## config.mk

```make
export PLATFORM = sky130hd
export DESIGN_NAME = mac_array_seq
export DESIGN_NICKNAME = d
export VERILOG_FILES = /design/src/rtl/mac_seq_pkg.sv /design/src/rtl/mac_skew_sr.sv /design/src/rtl/mac_array_seq.sv
export SDC_FILE = /design/constraint.sdc
export NUM_CORES = 1
export LEC_CHECK = 0
export ABC_CLOCK_PERIOD_IN_PS = 2900
export CORE_ASPECT_RATIO = 2
export CORE_MARGIN = 10
export CORE_UTILIZATION = 25
export CTS_BUF_LIST = sky130_fd_sc_hd__clkbuf_4 sky130_fd_sc_hd__clkbuf_8 sky130_fd_sc_hd__clkbuf_16
export DETAILED_ROUTE_END_ITERATION = 8
export PLACE_DENSITY = 0.48
export SYNTH_ARGS = -nofsm -noshare
export SYNTH_HDL_FRONTEND = slang
export SYNTH_SLANG_ARGS = --single-unit
```

## constraint.sdc

```tcl
create_clock -name clk -period 2.9 [get_ports clk]
set_clock_uncertainty 0.2 [all_clocks]
set_input_delay 0.29 -clock clk [delete_from_list [all_inputs] [get_ports clk]]
set_output_delay 0.29 -clock clk [all_outputs]
set_load 0.05 [all_outputs]
```

## src/rtl/mac_seq_pkg.sv

```systemverilog
// rtl/mac_seq_pkg.sv - shared sizes, state encoding and byte helper for the MAC array sequencer
package mac_seq_pkg;
  localparam int N       = 8;
  localparam int DATA_W  = 8;
  localparam int WORD_W  = N * DATA_W;
  localparam int IDX_W   = $clog2(N);
  localparam int FIFO_B  = 0;
  localparam int FIFO_A0 = 1;

  typedef enum logic [2:0] {
    S_IDLE   = 3'd0,
    S_FETCH  = 3'd1,
    S_WAITD  = 3'd2,
    S_UNPACK = 3'd3,
    S_RUN    = 3'd4,
    S_DRAIN  = 3'd5,
    S_DONE   = 3'd6
  } state_e;

  // Byte j of a memory word, most significant byte first.
  function automatic logic [DATA_W-1:0] byte_sel(input logic [WORD_W-1:0] w,
                                                 input logic [IDX_W-1:0]  j);
    return w[WORD_W-1 - DATA_W*int'(j) -: DATA_W];
  endfunction
endpackage

```

## src/rtl/mac_skew_sr.sv

```systemverilog
// rtl/mac_skew_sr.sv - delay line turning the lane-0 enable into staggered A-row pops
module mac_skew_sr #(
  parameter int N = 8
) (
  input  logic         clk,
  input  logic         rst,
  input  logic         shift_i,
  input  logic         flush_i,
  output logic [N-1:0] q_o,
  output logic         empty_o
);
  logic [N-1:0] sr_q;
  logic [N-1:0] sr_d;

  assign sr_d = {sr_q[N-2:0], shift_i};

  always_ff @(posedge clk) begin
    if (rst || flush_i) sr_q <= '0;
    else                sr_q <= sr_d;
  end

  assign q_o     = sr_q;
  assign empty_o = ~|sr_q;
endmodule

```

## src/rtl/mac_array_seq.sv

```systemverilog
// rtl/mac_array_seq.sv - fetches B and A rows, fills the input FIFOs, then
// streams them through the systolic MAC array with skewed pops
module mac_array_seq
  import mac_seq_pkg::*;
#(
  parameter int ADDR_W  = 32,
  parameter int MAC_LAT = 2
) (
  input  logic              clk,
  input  logic              rst,
  input  logic              start,
  input  logic [ADDR_W-1:0] base_addr,
  output logic [ADDR_W-1:0] mem_address,
  output logic              mem_read,
  input  logic [WORD_W-1:0] mem_readdata,
  input  logic              mem_readdatavalid,
  input  logic              mem_waitrequest,
  output logic [DATA_W-1:0] fifo_wdata,
  output logic [N:0]        fifo_wrreq,
  input  logic [N:0]        fifo_full,
  input  logic [N:0]        fifo_empty,
  output logic              rdreq_b,
  output logic [N-1:0]      rdreq_a,
  output logic              mac_en0,
  output logic              mac_clr,
  output logic              busy,
  output logic              done,
  output logic              err,
  output logic [2:0]        state_o
);
  localparam int K_W   = $clog2(N + 2);
  localparam int LAT_W = $clog2(MAC_LAT + 2);

  state_e            state_q;
  logic [K_W-1:0]    k_q;
  logic [IDX_W-1:0]  j_q;
  logic [IDX_W-1:0]  beat_q;
  logic [LAT_W-1:0]  lat_q;
  logic [WORD_W-1:0] word_q;
  logic              en_q, clr_q, done_q, err_q;

  logic              en_d;
  logic              wr_ok, last_byte, underflow, skew_empty;
  logic [N-1:0]      skew;

  assign wr_ok     = (state_q == S_UNPACK) && !fifo_full[k_q];
  assign last_byte = wr_ok && (j_q == IDX_W'(N - 1));
  assign underflow = ((state_q == S_RUN) || (state_q == S_DRAIN)) &&
                     ((en_q && fifo_empty[FIFO_B]) || (|(skew & fifo_empty[N:FIFO_A0])));

  // Lane-0 enable for the next cycle; it also feeds the skew line so row r lags by r.
  assign en_d = !underflow &&
                ((last_byte && (k_q == K_W'(N))) ||
                 ((state_q == S_RUN) && (beat_q != IDX_W'(N - 1))));

  mac_skew_sr #(.N(N)) u_skew (
    .clk     (clk),
    .rst     (rst),
    .shift_i (en_d),
    .flush_i (underflow),
    .q_o     (skew),
    .empty_o (skew_empty)
  );

  always_comb begin
    mem_read    = (state_q == S_FETCH);
    mem_address = mem_read ? base_addr + ADDR_W'(k_q) : '0;
    fifo_wdata  = (state_q == S_UNPACK) ? byte_sel(word_q, j_q) : '0;
    fifo_wrreq  = wr_ok ? ({{N{1'b0}}, 1'b1} << k_q) : '0;
  end

  always_ff @(posedge clk) begin
    if (rst) begin
      state_q <= S_IDLE;
      k_q     <= '0;
      j_q     <= '0;
      beat_q  <= '0;
      lat_q   <= '0;
      word_q  <= '0;
      en_q    <= 1'b0;
      clr_q   <= 1'b0;
      done_q  <= 1'b0;
      err_q   <= 1'b0;
    end else begin
      en_q   <= en_d;
      clr_q  <= 1'b0;
      done_q <= 1'b0;
      if (underflow) begin
        err_q   <= 1'b1;
        done_q  <= 1'b1;
        state_q <= S_DONE;
      end else begin
        case (state_q)
          S_IDLE: if (start) begin
            clr_q   <= 1'b1;
            err_q   <= 1'b0;
            k_q     <= '0;
            state_q <= S_FETCH;
          end
          S_FETCH: if (!mem_waitrequest) state_q <= S_WAITD;
          S_WAITD: if (mem_readdatavalid) begin
            word_q  <= mem_readdata;
            j_q     <= '0;
            state_q <= S_UNPACK;
          end
          S_UNPACK: if (wr_ok) begin
            if (last_byte) begin
              j_q <= '0;
              k_q <= k_q + 1'b1;
              if (k_q == K_W'(N)) begin
                beat_q  <= '0;
                state_q <= S_RUN;
              end else begin
                state_q <= S_FETCH;
              end
            end else begin
              j_q <= j_q + 1'b1;
            end
          end
          S_RUN: begin
            if (beat_q == IDX_W'(N - 1)) begin
              lat_q   <= '0;
              state_q <= S_DRAIN;
            end else begin
              beat_q <= beat_q + 1'b1;
            end
          end
          S_DRAIN: if (skew_empty) begin
            if (lat_q == LAT_W'(MAC_LAT)) begin
              done_q  <= 1'b1;
              state_q <= S_DONE;
            end else begin
              lat_q <= lat_q + 1'b1;
            end
          end
          S_DONE:  state_q <= S_IDLE;
          default: state_q <= S_IDLE;
        endcase
      end
    end
  end

  assign rdreq_b = en_q;
  assign mac_en0 = en_q;
  assign rdreq_a = skew;
  assign mac_clr = clr_q;
  assign done    = done_q;
  assign err     = err_q;
  assign busy    = (state_q != S_IDLE);
  assign state_o = state_q;
endmodule
```

==> impl_metrics.yaml, run 1 <==
run_status:
  outcome: "finished, final reports clean"
power:
  max-vdd-ir-drop_uv: 382.4
  fin_total_pwr_mw: 3.205
  leakagePower_nw: 2.905
  powerDensity_mw_per_mm2: 393.3
floorplan:
  rows: 74
  die_area_sq_mm: 0.02708
  die_w_microns: 121.5
  die_h_microns: 222.9
  io_pins: 186
  core-area_sq_mm: 0.02037
  start_util_pct: 25.27
cts:
  cts_htree_levels: 3
  cts.sinks: 91
  clkLatencyLatePin_ps: 340
  cts_tree: "built"
  clockBufferDepth: 2
  clk_pin_slew_ps: 70
  cts_setup_buffers: 0
  cts_buffers: 9
  root_buffer: "clkbuf_16"
route:
  routed_wirelength_microns: 19320
  drtPass1Iterations: 4
  drc: 0
  post_drt_via_cell_ratio: 4.725
  antenna_left: 0
  drt-wirelength-per-cell_microns: 17.72
  initialDrtViolationCount: 190
  num_vias: 5150
worst_setup_path:
  cp_max_fo: 11
  reg2reg_to: "mac_en0$_SDFF_PP0_"
  r2r_setup_slack_ps: 700
  start_kind: "primary input"
  cp.arrival_ps: 2310
  crit_required_ps: 2410
  reg2reg_from: "j_q[0]$_SDFFE_PP0P_"
  rr_worst_depth: 7
  end_kind: "output port"
  criticalPathCategory: "primary input to output port"
timing:
  period_needed_ps: 2798
  hold_viol: 0
  final_max_slew_viol_count: 0
  fin_crit_sh_pct: 96.49
  fmax_mhz: 357.4
  setup_violations: 0
  fin_tns_setup_ps: 0
  slew_headroom_pct: 54.42
  worst_pin_slew_ps: 677.5
  rsz0062_at_grt: "true"
  worst_slack_ps: 101.9
yosys:
  syn_avg_cell_area_sq_um: 8.132
  synthSimpleGateAreaFrac_pct: 24.72
  synth_area_leader_cell: "dfxtp_1"
  synth_cell_type_count: 55
  ys_async_sr_fraction_pct: 0
  synth_nets: 768
  synthAdderAreaFrac_pct: 4.035
  synth_edf_count: 0
  yosys.area.top_type_share_pct: 35.39
  synth-main-ff-cell: "dfxtp_1"
  synth_mux_area_share_pct: 10.11
  synth_compound_area_share_pct: 16.31
  syn_area_sq_mm: 0.005147
  synth_xor_area_share_pct: 4.254
  ys_seq_area_share_pct: 35.39
  syn_inst: 633
  yosys-top-cells-area: "dfxtp_1 35%, nand2_1 11%, a21oi_1 7.3%"
  ys.warnings.count: 0
  ys_ff_latch: 91
  synth_top_family_by_area: "simple AND/OR/NAND/NOR gates"
layout:
  fin_util_pct: 40.01
  drive_gt1_share_pct: 17.23
  layout_commonest_cell: "nand2_1"
  n_antenna_cell: 0
  nets: 954
  final_cell_mix: "146 x nand2_1, 135 x clkdlybuf4s50_1, 90 x dfxtp_1"
  fillCellCount: 2075
  syn2layout_area_growth_pct: 58.31
global_routing:
  grt_first_pass_wirelength_microns: 29410
  grt_pass1_vias: 5507
  grt_antenna_before_repair: 0
  overflow: 0
  track_usage_pct: 13.90
  grt_start_max_net_pins: 50
min_path:
  hold_class: "primary input to flop"
  hold_depth: 2
  hold_end: "lat_q[1]$_SDFFE_PP0P_"
  hp-start: "rst"
place:
  routabilityCongestion: 0.8518
  io_buffers: 185
  pre_cts_ws_ps: -267.1
  place_hpwl_microns: 16040
run:
  drv_cap: 0
## report_power, final
part           internal (mW)  switching, mW
registers               1.28         0.0161
clock network          0.679          0.496
logic                  0.361          0.376
total                   2.32          0.888
## kinds of logic after synthesis
kind of cell	Yosys count
adders and majority gates	16
xor gates and xnor gates	25
muxes	32
buffers and inverters	60
AOI/OAI and AO/OA	131
and+or+nand+nor	278
DFF	91
## final cells by class
cell class / count / area (sq um) / area share (%)
Multi-Input combinational cell: 482 / 3119 / 38.28
Timing Repair Buffer: 221 / 2524 / 30.97
Sequential cell: 91 / 1823 / 22.37
Tap cell: 266 / 332.8 / 4.084
Clock buffer: 10 / 232.7 / 2.856
Clock inverter: 6 / 65.06 / 0.7984
Inverter: 14 / 52.55 / 0.6449
## cells in the mapped netlist (all sizes together) (9+ instances only)
cell,instances
o21ai,12
inv,14
dfxtp,91
a21oi,75
o211ai,9
xor2,23
and3,13
nand4,11
and2,16
ha,15
nand3,9
mux4,16
buf,20
nor2,47
mux2i,16
nand2,146
clkbuf,26
## worst max-delay path: stages
cell and delay (ps):
clkdlybuf4s50_1 400, ha_1 220, fa_1 420, a21oi_2 190, o21ai_2 100, buf_6 160, nand4_1 90, xor2_1 190
nor2_2 70, buf_12 160
## through the flow
step / hold WS, ps / instance area (sq um) / cells
2_1_floorplan: 226.0 / 5152 / 633
3_3_place_gp: 240.3 / 7796 / 1074
3_5_place_dp: 246.5 / 7796 / 1074
4_1_cts: 195.8 / 8117 / 1090
5_1_grt: 227.2 / 8149 / 1090
6_report: 212.6 / 8149 / 1090
## metal layers
metal / vias to the layer above / global-route usage [%] / wire [microns]
met4: 0 / 5.450 / 433
met3: 20 / 3.339 / 1023
li1: 2579 / - / -
met1: 2402 / 12.37 / 6565
met5: - / 0 / 0
met2: 149 / 28.07 / 11300
## how the worst max path moves through the flow
stage	to	from	slack, ps
3_3_place_gp	mem_address[28]	base_addr[0]	-200
5_1_grt	mem_address[17]	base_addr[1]	-20
4_1_cts	mem_address[31]	base_addr[10]	8
3_5_place_dp	mem_address[26]	base_addr[0]	-270
6_report	mem_address[14]	base_addr[0]	100
2_1_floorplan	mem_address[28]	k_q[0]$_SDFFE_PP0P_	70
## sequential cells by signal, indices dropped and copies added, names as in the netlist
| name | count |
|---|---|
| state_o | 3 |
| u_skew.q_o | 8 |
| err | 1 |
| word_q | 64 |
| mac_clr | 1 |
| lat_q | 2 |
| k_q | 4 |
| done | 1 |
| j_q | 3 |
| mac_en0 | 1 |
| beat_q | 3 |
## what timing repair did
action,4_1_cts,5_1_grt
hold buffers,0,0
gates resized for setup,7,10
pin swaps,0,1
endpoints found under the setup margin,21,28
Note: power is estimated with default switching activity, not from simulation.
==> inputs of run 2 (changes only) <==
- CTS_CLUSTER_DIAMETER: not set -> 80
==> results of run 2 <==
Same layout as run 1: the final DEF is identical, and so are final timing and power.
==> inputs of run 3 (changes only) <==
- ABC_CLOCK_PERIOD_IN_PS: 2900 -> 3500
- clock period: 2.9 -> 3.5 ns (I/O delays scaled with it)
==> run 3 against run 2 <==
Compared with the run above:
- utilization down 1.5 points
- highest routed layer unchanged
- final cell count down 2.0%
- critical path type is now flop to output port
- non-clock buffer count down 22
- flip-flop and latch count unchanged
- register-to-register slack better by 510 ps
- design area down 3.7%
- critical path depth down 2
- first-iteration DRC count up 1.6%
- die area unchanged
- clock-buffer cell count up 1
- power down 19%
- clock power down 22%
==> impl_metrics.yaml, run 3 (synthesis gave the netlist of run 1 again) <==
route:
  antenna_left: 0
  routed_wirelength_microns: 19040
  drc: 0
  wl_met3_microns: 994
  post_drt_via_cell_ratio: 4.760
  initialDrtViolationCount: 193
  dr_wl_met2_microns: 10940
  met1_length_microns: 6767
  drt-wirelength-per-cell_microns: 17.83
  highest_layer: "met4"
  num_vias: 5084
  drtPass1Iterations: 4
power:
  intPower_mw: 1.849
  powerDensity_mw_per_mm2: 328.7
  switchingPower_uw: 730.8
  pwr-share-clk_pct: 35.9
  seqPwrFrac_pct: 41.6
  leakagePower_nw: 2.746
  p_sw_share_pct: 28.33
  p_comb_share_pct: 22.6
  max-vdd-ir-drop_uv: 295.8
layout:
  fin_util_pct: 38.53
  final_cell_mix: "146 x nand2_1, 140 x clkdlybuf4s50_1, 90 x dfxtp_1"
  design_area_sq_mm: 0.007849
  n_antenna_cell: 0
  regMostFlops: "word_q"
  syn2layout_area_growth_pct: 52.48
  drive_gt1_share_pct: 12.47
  nets: 932
  layout_commonest_cell: "nand2_1"
  largest_register_ffs: 64
  fillCellCount: 2135
min_path:
  hp-start: "word_q[52]$_SDFFE_PP0P_"
  hold_class: "flop to flop"
place:
  io_buffers: 185
  routabilityCongestion: 0.8459
  place_hpwl_microns: 15750
  place_area_sq_mm: 0.007564
cts:
  cts_tree: "built"
  clk_pin_slew_ps: 70
  cts_htree_levels: 3
  clockBufferDepth: 2
  ctsResizeCount: 0
  cts_hold_buf: 0
  clkLatencyLatePin_ps: 350
  root_buffer: "clkbuf_16"
  cts_setup_buffers: 0
  cts.sinks: 91
  cts_buffers: 9
floorplan:
  die_w_microns: 121.5
  die_area_sq_mm: 0.02708
  die_h_microns: 222.9
  core-area_sq_mm: 0.02037
  start_util_pct: 25.27
  io_pins: 186
  rows: 74
worst_setup_path:
  crit_required_ps: 2950
  path_cells: "ha_1 -> fa_1 -> a21oi_1 -> o21ai_0 -> nand3_1 -> or3_1 -> a21oi_1 -> buf_12"
  criticalPathCategory: "flop to output port"
  slowest_stage: "dfxtp_2"
  crit_family: "compound AO/OA/AOI/OAI gates"
  cp.arrival_ps: 2680
  cpMostUsedCell: "a21oi_1"
  end_kind: "output port"
  cp_max_fo: 12
  cp.buffers_inverters: 1
  cpPeakStageDelay_ps: 480
  start_kind: "flop"
  crit_start: "k_q[0]$_SDFFE_PP0P_"
  reg2reg_from: "k_q[1]$_SDFFE_PP0P_"
timing:
  worst_pin_slew_ps: 638.2
  slew_headroom_pct: 57.06
  fin_crit_sh_pct: 92.37
  fmax_mhz: 309.3
  final_max_slew_viol_count: 0
  hold_viol: 0
  fin_tns_setup_ps: 0
  period_needed_ps: 3233
  setup_violations: 0
  rsz0062_at_grt: "false"
global_routing:
  grt_first_pass_wirelength_microns: 29010
  overflow: 0
  grt_start_max_net_pins: 66
  grt_pass1_vias: 5396
  track_usage_pct: 13.73
  grt_antenna_before_repair: 0
run_status:
  outcome: "finished, final reports clean"
run:
  drv_cap: 0
run 3: cell types whose count changed in the layout (fill, tap and decap cells not counted), sizes merged:
cell / delta
buf: -27
clkdlybuf4s50: +5
bufinv: -1
clkbuf: +1
clkinv: -1
clkinvlp: +1
run 3: power by group through the flow:
stage,Sequential [mW],Clock (mW),Combinational [mW]
floorplan,1.10,0,0.255
global placement,1.09,0,0.585
detailed placement,1.10,0,0.590
CTS,1.07,0.958,0.592
global route,1.08,0.983,0.617
finish,1.07,0.925,0.582
run 3: worst reg2reg max path: cells and delay by family, from the launching register on:
family / cells / cell delay (ps)
AOI/OAI and AO/OA: 4 / 1090
DFF: 1 / 600
muxes: 1 / 350
run 3: final timing paths:
check | to | slack [ps] | cells after the start
hold / removal | word_q[52]$_SDFFE_PP0P_ | 250 | 2
hold reg to reg | word_q[52]$_SDFFE_PP0P_ | 250 | 2
setup reg to reg | j_q[1]$_SDFFE_PP0P_ | 1210 | 5
setup / recovery | mem_address[26] | 270 | 8
run 3: layout make-up:
cell class	count	area (sq um)	share of cell area (%)
repair buffers	199	2292	29.20
well taps	266	332.8	4.240
inverters	14	52.55	0.6695
clock buffers	11	246.5	3.140
multi-input cells	482	3064	39.04
clock inverters	5	37.54	0.4782
flip-flops and latches	91	1823	23.23
run 3: layer usage:
metal  vias up  track usage, %
met4         0           4.484
li1       2542               -
met2       151           27.64
met3        16           3.365
met1      2375           12.60
met5         -               0
run 3: through the flow:
stage	hold slack, ps	instances	total power, mW	setup WS, ps
floorplan	233.1	633	1.354	329.8
global placement	240.5	1052	1.680	341.6
detailed placement	246.3	1052	1.686	296.7
CTS	255.3	1068	2.622	17.44
global route	264.0	1068	2.676	84.88
finish	252.8	1068	2.580	266.9
